`config.mk`:
```
export PLATFORM = sky130hd
export DESIGN_NAME = alu_muldiv
export DESIGN_NICKNAME = d
export VERILOG_FILES = /design/src/rtl/PARAMS_pkg.sv /design/src/rtl/alu_muldiv.sv
export SDC_FILE = /design/constraint.sdc
export NUM_CORES = 1
export LEC_CHECK = 0
export ABC_CLOCK_PERIOD_IN_PS = 5900
export CORE_ASPECT_RATIO = 1.25
export CORE_MARGIN = 2
export CORE_UTILIZATION = 53
export DETAILED_ROUTE_END_ITERATION = 8
export MAX_ROUTING_LAYER = met4
export PLACE_DENSITY = 0.73
export SYNTH_ARGS = -nofsm -noshare
export SYNTH_HDL_FRONTEND = slang
export SYNTH_SLANG_ARGS = --single-unit
export TNS_END_PERCENT = 20
```
`constraint.sdc`:
```
create_clock -name clk -period 5.9 [get_ports clk]
set_input_delay 0.59 -clock clk [delete_from_list [all_inputs] [get_ports clk]]
set_output_delay 0.59 -clock clk [all_outputs]
set_load 0.03 [all_outputs]
```
`src/rtl/PARAMS_pkg.sv`:
```
// -----------------------------------------------------------------------------
// PARAMS_pkg
// Shared parameters for the execute stage: datapath width, funct3 field width,
// the RV32M funct7 selector, the RV32M funct3 encodings and the state type of
// the iterative multiply/divide unit.
// -----------------------------------------------------------------------------
package PARAMS_pkg;

    localparam int WD_SIZE     = 32;
    localparam int FUNCT3_SIZE = 3;

    localparam logic [6:0] F7_MULDIV = 7'b0000001;

    localparam logic [FUNCT3_SIZE-1:0] F3_MUL    = 3'b000;
    localparam logic [FUNCT3_SIZE-1:0] F3_MULH   = 3'b001;
    localparam logic [FUNCT3_SIZE-1:0] F3_MULHSU = 3'b010;
    localparam logic [FUNCT3_SIZE-1:0] F3_MULHU  = 3'b011;
    localparam logic [FUNCT3_SIZE-1:0] F3_DIV    = 3'b100;
    localparam logic [FUNCT3_SIZE-1:0] F3_DIVU   = 3'b101;
    localparam logic [FUNCT3_SIZE-1:0] F3_REM    = 3'b110;
    localparam logic [FUNCT3_SIZE-1:0] F3_REMU   = 3'b111;

    typedef enum logic [1:0] {
        IDLE = 2'd0,
        CALC = 2'd1,
        DONE = 2'd2
    } mdu_state_t;

endpackage

```
`src/rtl/alu_muldiv.sv`:
```
// -----------------------------------------------------------------------------
// alu_muldiv
// Iterative RV32M multiply/divide unit, one result bit per cycle. Multiplies
// are unsigned shift-add on operand magnitudes; divides are restoring. A
// single 2*WIDTH accumulator holds the product (multiply) or remainder:quotient
// (divide), and one negate stage fixes the sign of the final value.
//
// Ports
//   clk         clock
//   reset_n     synchronous active-low reset
//   valid_i     operation request
//   ready_o     unit idle, request can be accepted
//   funct3_i    RV32M operation select
//   op1_data_i  rs1 operand
//   op2_data_i  rs2 operand
//   kill_i      flush: abort any operation in flight
//   valid_o     result available
//   ready_i     consumer takes the result
//   result_o    registered result
// -----------------------------------------------------------------------------
module alu_muldiv
    import PARAMS_pkg::*;
#(
    parameter int WIDTH = WD_SIZE
) (
    input  logic                   clk,
    input  logic                   reset_n,
    input  logic                   valid_i,
    output logic                   ready_o,
    input  logic [FUNCT3_SIZE-1:0] funct3_i,
    input  logic [WIDTH-1:0]       op1_data_i,
    input  logic [WIDTH-1:0]       op2_data_i,
    input  logic                   kill_i,
    output logic                   valid_o,
    input  logic                   ready_i,
    output logic [WIDTH-1:0]       result_o
);

    localparam int CW = $clog2(WIDTH + 1);

    mdu_state_t             r_state;
    mdu_state_t             w_state_nxt;
    logic [CW-1:0]          r_cnt;
    logic [FUNCT3_SIZE-1:0] r_funct3;
    logic [WIDTH-1:0]       r_op2;
    logic                   r_neg;
    logic [2*WIDTH-1:0]     r_acc;
    logic [WIDTH-1:0]       r_result;

    // ---------------- accept-side decode (acts on raw inputs) ----------------
    logic             w_accept;
    logic             w_op1_signed;
    logic             w_op2_signed;
    logic             w_s1;
    logic             w_s2;
    logic [WIDTH-1:0] w_op1_mag;
    logic [WIDTH-1:0] w_op2_mag;
    logic             w_neg;
    logic             w_op2_zero;
    logic             w_ovf;
    logic             w_special;
    logic [WIDTH-1:0] w_special_val;

    assign w_accept     = (r_state == IDLE) && valid_i && !kill_i;
    assign w_op1_signed = (funct3_i == F3_MULH) || (funct3_i == F3_MULHSU) ||
                          (funct3_i == F3_DIV)  || (funct3_i == F3_REM);
    assign w_op2_signed = (funct3_i == F3_MULH) || (funct3_i == F3_DIV) ||
                          (funct3_i == F3_REM);
    assign w_s1         = w_op1_signed && op1_data_i[WIDTH-1];
    assign w_s2         = w_op2_signed && op2_data_i[WIDTH-1];
    assign w_op1_mag    = w_s1 ? -op1_data_i : op1_data_i;
    assign w_op2_mag    = w_s2 ? -op2_data_i : op2_data_i;
    // Remainder follows the dividend sign; product and quotient use s1 ^ s2.
    assign w_neg        = (funct3_i[2] && funct3_i[1]) ? w_s1 : (w_s1 ^ w_s2);

    assign w_op2_zero   = (op2_data_i == '0);
    assign w_ovf        = ((funct3_i == F3_DIV) || (funct3_i == F3_REM)) &&
                          (op1_data_i == {1'b1, {(WIDTH-1){1'b0}}}) &&
                          (&op2_data_i);
    // Divides by zero and the signed overflow case resolve without iterating.
    assign w_special    = funct3_i[2] && (w_op2_zero || w_ovf);

    always_comb begin
        w_special_val = '0;
        if (w_op2_zero) begin
            w_special_val = funct3_i[1] ? op1_data_i : {WIDTH{1'b1}};
        end else begin
            w_special_val = funct3_i[1] ? {WIDTH{1'b0}} : op1_data_i;
        end
    end

    // ---------------- iteration step ----------------
    logic               w_is_mul;
    logic [WIDTH:0]     w_mul_sum;
    logic [2*WIDTH-1:0] w_mul_nxt;
    logic [WIDTH:0]     w_rem_sh;
    logic               w_ge;
    logic [WIDTH-1:0]   w_diff;
    logic [WIDTH-1:0]   w_rem_new;
    logic [2*WIDTH-1:0] w_div_nxt;
    logic [2*WIDTH-1:0] w_acc_nxt;

    assign w_is_mul  = !r_funct3[2];

    // Shift-add: the multiplier sits in the low half and is consumed LSB
    // first; the carry of the add drops into the top bit as everything shifts
    // right, so the full product fits in 2*WIDTH bits after WIDTH steps.
    assign w_mul_sum = {1'b0, r_acc[2*WIDTH-1:WIDTH]} +
                       (r_acc[0] ? {1'b0, r_op2} : {(WIDTH+1){1'b0}});
    assign w_mul_nxt = {w_mul_sum, r_acc[WIDTH-1:1]};

    // Restoring divide: the dividend shifts out of the low half into the
    // WIDTH+1-bit partial remainder; quotient bits shift in at the bottom.
    assign w_rem_sh  = r_acc[2*WIDTH-1:WIDTH-1];
    assign w_ge      = (w_rem_sh >= {1'b0, r_op2});
    // When the trial subtract succeeds the difference is below the divisor,
    // so truncating to WIDTH bits loses nothing.
    assign w_diff    = w_rem_sh[WIDTH-1:0] - r_op2;
    assign w_rem_new = w_ge ? w_diff : w_rem_sh[WIDTH-1:0];
    assign w_div_nxt = {w_rem_new, r_acc[WIDTH-2:0], w_ge};

    assign w_acc_nxt = w_is_mul ? w_mul_nxt : w_div_nxt;

    // ---------------- final sign fix and result select ----------------
    logic [2*WIDTH-1:0] w_sel;
    logic [2*WIDTH-1:0] w_signed;
    logic [WIDTH-1:0]   w_result;

    always_comb begin
        w_sel = '0;
        if (w_is_mul) begin
            w_sel = w_acc_nxt;
        end else if (!r_funct3[1]) begin
            w_sel = {{WIDTH{1'b0}}, w_acc_nxt[WIDTH-1:0]};
        end else begin
            w_sel = {{WIDTH{1'b0}}, w_acc_nxt[2*WIDTH-1:WIDTH]};
        end
    end

    // Negate the full 2*WIDTH value so the high half of a signed product
    // picks up the borrow from the low half.
    assign w_signed = r_neg ? -w_sel : w_sel;
    assign w_result = (w_is_mul && (r_funct3 != F3_MUL)) ?
                      w_signed[2*WIDTH-1:WIDTH] : w_signed[WIDTH-1:0];

    // ---------------- FSM ----------------
    always_ff @(posedge clk) begin
        if (!reset_n) begin
            r_state <= IDLE;
        end else begin
            r_state <= w_state_nxt;
        end
    end

    // NOTE: every variable driven here gets a default first, so no path
    // through the case leaves it unassigned and no latch is inferred.
    always_comb begin
        w_state_nxt = r_state;
        case (r_state)
            IDLE: begin
                if (valid_i && !kill_i) begin
                    w_state_nxt = w_special ? DONE : CALC;
                end
            end
            CALC: begin
                if (kill_i) begin
                    w_state_nxt = IDLE;
                end else if (r_cnt == '0) begin
                    w_state_nxt = DONE;
                end
            end
            DONE: begin
                // kill_i and a handshake both leave; under kill the result
                // simply counts as not delivered.
                if (kill_i || ready_i) begin
                    w_state_nxt = IDLE;
                end
            end
            default: w_state_nxt = IDLE;
        endcase
    end

    // ---------------- datapath registers ----------------
    // NOTE: only the result and counter are reset; the operand and
    // accumulator registers are always loaded on accept before being read,
    // so resetting them would add reset fan-out for no behavioural gain.
    // NOTE: state is updated with non-blocking assignments so every register
    // samples the pre-edge values of the others.
    always_ff @(posedge clk) begin
        if (!reset_n) begin
            r_result <= '0;
            r_cnt    <= '0;
        end else begin
            case (r_state)
                IDLE: begin
                    if (w_accept) begin
                        r_funct3 <= funct3_i;
                        r_op2    <= w_op2_mag;
                        r_neg    <= w_neg;
                        r_acc    <= {{WIDTH{1'b0}}, w_op1_mag};
                        r_cnt    <= CW'(WIDTH - 1);
                        if (w_special) begin
                            r_result <= w_special_val;
                        end
                    end
                end
                CALC: begin
                    if (!kill_i) begin
                        r_acc <= w_acc_nxt;
                        if (r_cnt == '0) begin
                            r_result <= w_result;
                        end else begin
                            r_cnt <= r_cnt - CW'(1);
                        end
                    end
                end
                default: ;
            endcase
        end
    end

    // ---------------- outputs (decoded from state / registered) ----------------
    assign ready_o  = reset_n && (r_state == IDLE);
    assign valid_o  = (r_state == DONE);
    assign result_o = r_result;

endmodule
```
# Word-level counts from Yosys, hierarchy flattened
# Index checks and enable logic that the tools add are counted.
# W data, S select, Z words.
[totals] regBits=140 n_memories=0 ram_bits=0 latchBits=0 romBits=0 elab_cells=93
[classes] order_cmp=1 bitwise=1 n_mux=31 n_mul=0 reduce_logical=32 div_mod_pow=0 n_eq_ne=15 n_addsub=6 n_shift=0
[ops] op="$mux W32" n=13
[ops] op="$mux W64" n=5
[ops] op="$pmux W64 S2" n=1
[ops] op="$neg A32 Y32" n=2
[ops] op="$neg A64 Y64" n=1
[ops] op="$pmux W32 S2" n=1
[ops] op="$add A32 B32 Y33" n=1
[ops] op="$ge A33 B32 Y1" n=1
[ops] op="$eq A32 B32 Y1 const B" n=1
[ops] op="$logic_not A32 Y1" n=1
[ops] op="$reduce_and A32 Y1" n=1
[ops] op="$sub A32 B32 Y32" n=1
[ops] op="$mux W6" n=3
[ops] op="$pmux W6 S2" n=1
[ops] op="$logic_and A1 B1 Y1" n=11
[ops] op="$mux W2" n=5
[ops] op="$ne A2 B2 Y1 const B" n=5
[ops] op="$logic_or A1 B1 Y1" n=8
[ops] op="$reduce_and A4 Y1" n=2
[ops] op="$eq A3 B3 Y1 const B" n=2
[ops] op="$logic_not A6 Y1" n=1
[ops] op="$pmux W2 S3" n=1
[ops] op="$reduce_and A3 Y1" n=2
[ops] op="$sub A6 B1 Y6 const B" n=1
[ops] op="13 further kinds" n=15

# Longest topological paths before layout
[logic_depth] ltp_word=11 mapped_depth=23 ltp_nobuf=19

# Worst setup path after synthesis
# Ideal clock, no wire load.
[synth_path] path_kind="register -> register" startpoint="register r_acc[59]" endpoint="register r_result[6] (netlist: result_o[6])" stages_incl_launch_ff=23 setup_slack_ps=568 synth_period_minus_slack_ps=5332 arrival_ps=5211 path_cell_list="edfxtp_1 > ha_1 > buf_6 > a21oi_4 > o21ai_2 > a2111oi_4 > o2111ai_2 > buf_6 > nor2_1 > clkbuf_1 > a21oi_1 > a31o_2 > mux2i_1 > ha_1 > inv_1 > a311o_1 > or4_1 > nor4_1 > nand4_1 > buf_2 > or2_2 > a211oi_1 > nor2_1"
[synth_between] elab_chain_cells=11 elab_cells_between_ends=13
[synth_rtl] element="from (decl)" line_no="alu_muldiv.sv:47" text="logic [2*WIDTH-1:0] r_acc;"
[synth_rtl] element="from (signal assigned)" line_no="alu_muldiv.sv:200" text="r_acc <= {{WIDTH{1'b0}}, w_op1_mag};"
[synth_rtl] element="from (signal assigned)" line_no="alu_muldiv.sv:209" text="r_acc <= w_acc_nxt;"
[synth_rtl] element="$sub A32 B32 Y32 / $ge A33 B32 Y1 (equally long branches)" line_no="alu_muldiv.sv:118, alu_muldiv.sv:115"
[synth_rtl] element="$mux W32" line_no="alu_muldiv.sv:119" text="assign w_rem_new = w_ge ? w_diff : w_rem_sh[WIDTH-1:0];"
[synth_rtl] element="$mux W64 (*)" line_no="alu_muldiv.sv:122" text="assign w_acc_nxt = w_is_mul ? w_mul_nxt : w_div_nxt;"
[synth_rtl] element="$mux W32" line_no="alu_muldiv.sv:133" text="end else if (!r_funct3[1]) begin"
[synth_rtl] element="$mux W64 (*)" line_no="alu_muldiv.sv:131" text="if (w_is_mul) begin"
[synth_rtl] element="$neg A64 Y64" line_no="alu_muldiv.sv:142" text="assign w_signed = r_neg ? -w_sel : w_sel;"
[synth_rtl] element="$mux W64 (*)" line_no="alu_muldiv.sv:142"
[synth_rtl] element="$mux W32 (*)" line_no="alu_muldiv.sv:143" text="assign w_result = (w_is_mul && (r_funct3 != F3_MUL)) ?"
[synth_rtl] element="$mux W32 (*)" line_no="alu_muldiv.sv:210" text="if (r_cnt == '0) begin"
[synth_rtl] element="$mux W32 (*)" line_no="alu_muldiv.sv:208" text="if (!kill_i) begin"
[synth_rtl] element="$pmux W32 S2 (*)" line_no="alu_muldiv.sv:194" text="case (r_state)"
[synth_rtl] element="to (signal assigned)" line_no="alu_muldiv.sv:203" text="r_result <= w_special_val;"
[synth_rtl] element="to (signal assigned)" line_no="alu_muldiv.sv:211" text="r_result <= w_result;"
[synth_rtl] element="to (decl)" line_no="alu_muldiv.sv:48" text="logic [WIDTH-1:0] r_result;"
# Every way passes the cells marked *; elsewhere a longest branch is shown, timed or not. The select of a mux whose other input is x is not followed.
# A chain may end at the register's enable or synchronous reset.

# Worst setup path in the final report
[layout_path] startpoint="register r_acc[34]" endpoint="register r_result[27] (netlist: result_o[27])"
# The elaborated chain is that of the path after synthesis.

==> flow_summary_export.csv <==
group,metric,value,unit
outcome,status,"complete, no violations",
timing,setup_violations,0,
grt,grt_pass1_vias,16872,
worst_setup_path,critPathRequiredTime,6210,ps
min_path,hp-class,"register to register",
clocking,cts_hold_buf,0,
die,dieArea,31300,µm²
placement,port_buffers,105,
power_and_ir_drop,max-vdd-ir-drop,0.000220,V
worst_setup_path,crit_path_end_kind,"register",
timing,rsz0062_at_grt,"no",
grt,grt.overflow.total,0,
timing,slew_headroom,31.7,%
worst_setup_path,worstReg2RegStart,"r_acc[34]",
grt,grt_max_degree,102,
grt,grt_pass1_wl,102000,µm
worst_setup_path,crit_arrival,5960,ps
die,rows,70,
yosys,ys_top_cells_by_area,"edfxtp_1 (19%), ha_1 (5.5%), a21oi_1 (5.5%)",
worst_setup_path,reg2regPathDepth,13,
clocking,clock_latency,450,ps
layout,layout_commonest_cell,"nand2_1",
worst_setup_path,crit_path_frequent_cell,"buf_4",
yosys,avgSynthCellArea,7.59,µm²
die,start_util,53.9,%
detailed_routing,avgViaCountPerCell,7.05,
clocking,ctsResizeCount,0,
layout,layout-drive-gt1-share,9.21,%
grt,antenna_found_initial,0,
timing,fmax,0.177,GHz
detailed_routing,wl_per_cell,26.7,µm
yosys,syn-num-nets,2230,
yosys,synth_top_area_share,19.0,%
timing,fin_crit,5640,ps
worst_setup_path,cp-start-kind,"register",
layout,final_area,18100,µm²
layout,mostFrequentLayoutCells,"nand2_1 (229), nor2_1 (198), a21oi_1 (174)",
yosys,synth-edff-count,100,
placement,place_congestion,1.11,
die,die_w,159,µm
detailed_routing,ant_nets,0,
min_path,worstHoldStart,"result_o[0]",
yosys,synth_cell_types,105,
clocking,path_clk_slew,70,ps
die,die_h,197,µm
clocking,htreeDepth,4,
detailed_routing,drt_iter0_markers,2772,
yosys,ys_seq_area_share,24.0,%
worst_setup_path,r2r_slack,260,ps
yosys,synth-main-ff-cell,"edfxtp_1",
worst_setup_path,cp_max_fo,20,
min_path,min_to,"result_o[0]",
detailed_routing,vias,18091,
clocking,tritoncts,"done",
yosys,synth_top_cell_by_area,"edfxtp_1",
die,core,29300,µm²
worst_setup_path,r2r_end,"result_o[27]",
timing,slew_violations,0,
yosys,synth_area,15800,µm²
timing,worst_pin_slew,1020,ps
timing,fin_tns_setup,0,ps
worst_setup_path,crit_type,"register to register",
placement,placed_area,17500,µm²
layout,nets,2302,
timing,hold_viol,0,
clocking,cts_num_sinks,140,
yosys,synth_cells,2086,
clocking,clockRootBuffer,"clkbuf_16",
clocking,clockBufferDepth,2,
grt,grt_usage,45.1,%
worst_setup_path,slowest_delay,700,ps
timing,period_share,95.6,%
worst_setup_path,cpMaxStageDelayCell,"o311ai_0",
layout,area_growth,14.3,%
placement,place_hpwl,53700,µm
power_and_ir_drop,power.density,200,nW/µm²
worst_setup_path,crit_chain,"ha_1, a211o_1, o211ai_1, a21boi_1, buf_4, nor4_1, a311oi_1, or4_4, or4_1, or3b_1, buf_4, o311ai_0, a21oi_1",
min_path,hold_path_depth,2,
die,io-pin-count,106,
yosys,synth-warning-count,0,
power_and_ir_drop,leakagePower,0.00669,µW
layout,diodes,0,
flow_run,max_cap_viol_count,0,
detailed_routing,drt_pass1_iterations,7,
timing,clock_skew,10.9,ps
detailed_routing,routed_wl,68600,µm
detailed_routing,drc,0,
yosys,synth-async-reset-ratio,0,%
clocking,post_cts_buffers,0,
yosys,ys_seq_elements,140,
clocking,numCtsBuffers,17,
-- cells in the mapped netlist, types with 26 or more instances --
cell,count
nor4_1,39
clkbuf_1,97
mux2_2,32
inv_1,66
a21o_1,26
a31oi_1,37
mux2i_1,28
and2_1,50
o211ai_1,28
ha_1,70
edfxtp_1,100
nand3_1,55
nor3_1,60
nand2_1,229
dfxtp_1,40
o21ai_0,145
buf_2,27
nand4_1,43
xnor2_1,56
a21oi_1,174
xor2_1,54
nor2_1,201
-- metal layers --
layer	GRT usage, %	share of wire (%)
met1	54.9	37
met2	67.9	44
met3	6.12	10
met4	32.9	9.4
met5	-	0
-- cell type report --
class / count / area, µm²
Sequential cell: 140 / 3800
Clock inverter: 15 / 186
Inverter: 68 / 255
Fill cell: 2702 / 11300
Timing Repair Buffer: 192 / 1720
Tap cell: 396 / 495
Multi-Input combinational cell: 1739 / 11200
Clock buffer: 17 / 425
-- worst max-delay path, delay by kind of cell (launching register included) --
kind | cells | cell delay (ps)
AOI/OAI and AO/OA | 6 | 1990
adders and majority gates | 1 | 440
buffers and inverters | 2 | 490
DFF | 1 | 520
and+or+nand+nor | 4 | 2040
-- how the worst max path moves through the flow --
stage	from	endpoint
after global routing	r_acc[43]	result_o[27]
after global placement	r_acc[34]	result_o[27]
final	r_acc[34]	result_o[27]
after floorplan	r_acc[59]	result_o[6]
after CTS	r_acc[34]	result_o[27]
after detailed placement	r_acc[34]	result_o[27]
-- stage by stage --
step | setup WS [ps] | util, % | total power (µW) | cells | hold slack (ps)
finish | 259 | 61.6 | 3610 | 2567 | 467
global route | 87.6 | 61.6 | 3710 | 2567 | 486
CTS | 422 | 61.6 | 3540 | 2567 | 469
detailed placement | 446 | 59.5 | 2390 | 2535 | 455
global placement | 355 | 59.5 | 2390 | 2535 | 442
floorplan | 568 | - | 1920 | 2086 | 466
-- kinds of logic (layout without fill, tap and decap cells) --
| group | count (synthesis) | in the layout | synth area share (%) |
|---|---|---|---|
| AO/OA/AOI/OAI | 663 | 663 | 28.1 |
| XOR/XNOR | 110 | 110 | 6.09 |
| adder cells (fa/ha/maj) | 91 | 91 | 6.99 |
| buffers and inverters | 207 | 292 | 5.41 |
| flip-flops | 140 | 140 | 24.0 |
| multiplexers | 60 | 60 | 4.05 |
| AND/OR/NAND/NOR | 815 | 815 | 25.4 |
-- flip-flops by register name, indices dropped and copies added (netlist names) --
| register | cells |
|---|---|
| r_neg | 1 |
| r_acc | 64 |
| r_cnt | 6 |
| r_op2 | 32 |
| r_funct3 | 3 |
| r_state | 2 |
| result_o | 32 |
-- where the power goes --
group / total (µW) / switching (µW) / internal [µW] / leakage [µW]
combinational: 1270 / 830 / 435 / 0.00515
clock: 1170 / 502 / 673 / 0.000294
sequential: 1170 / 47.4 / 1120 / 0.00125
(Power assumes the default switching activity.)
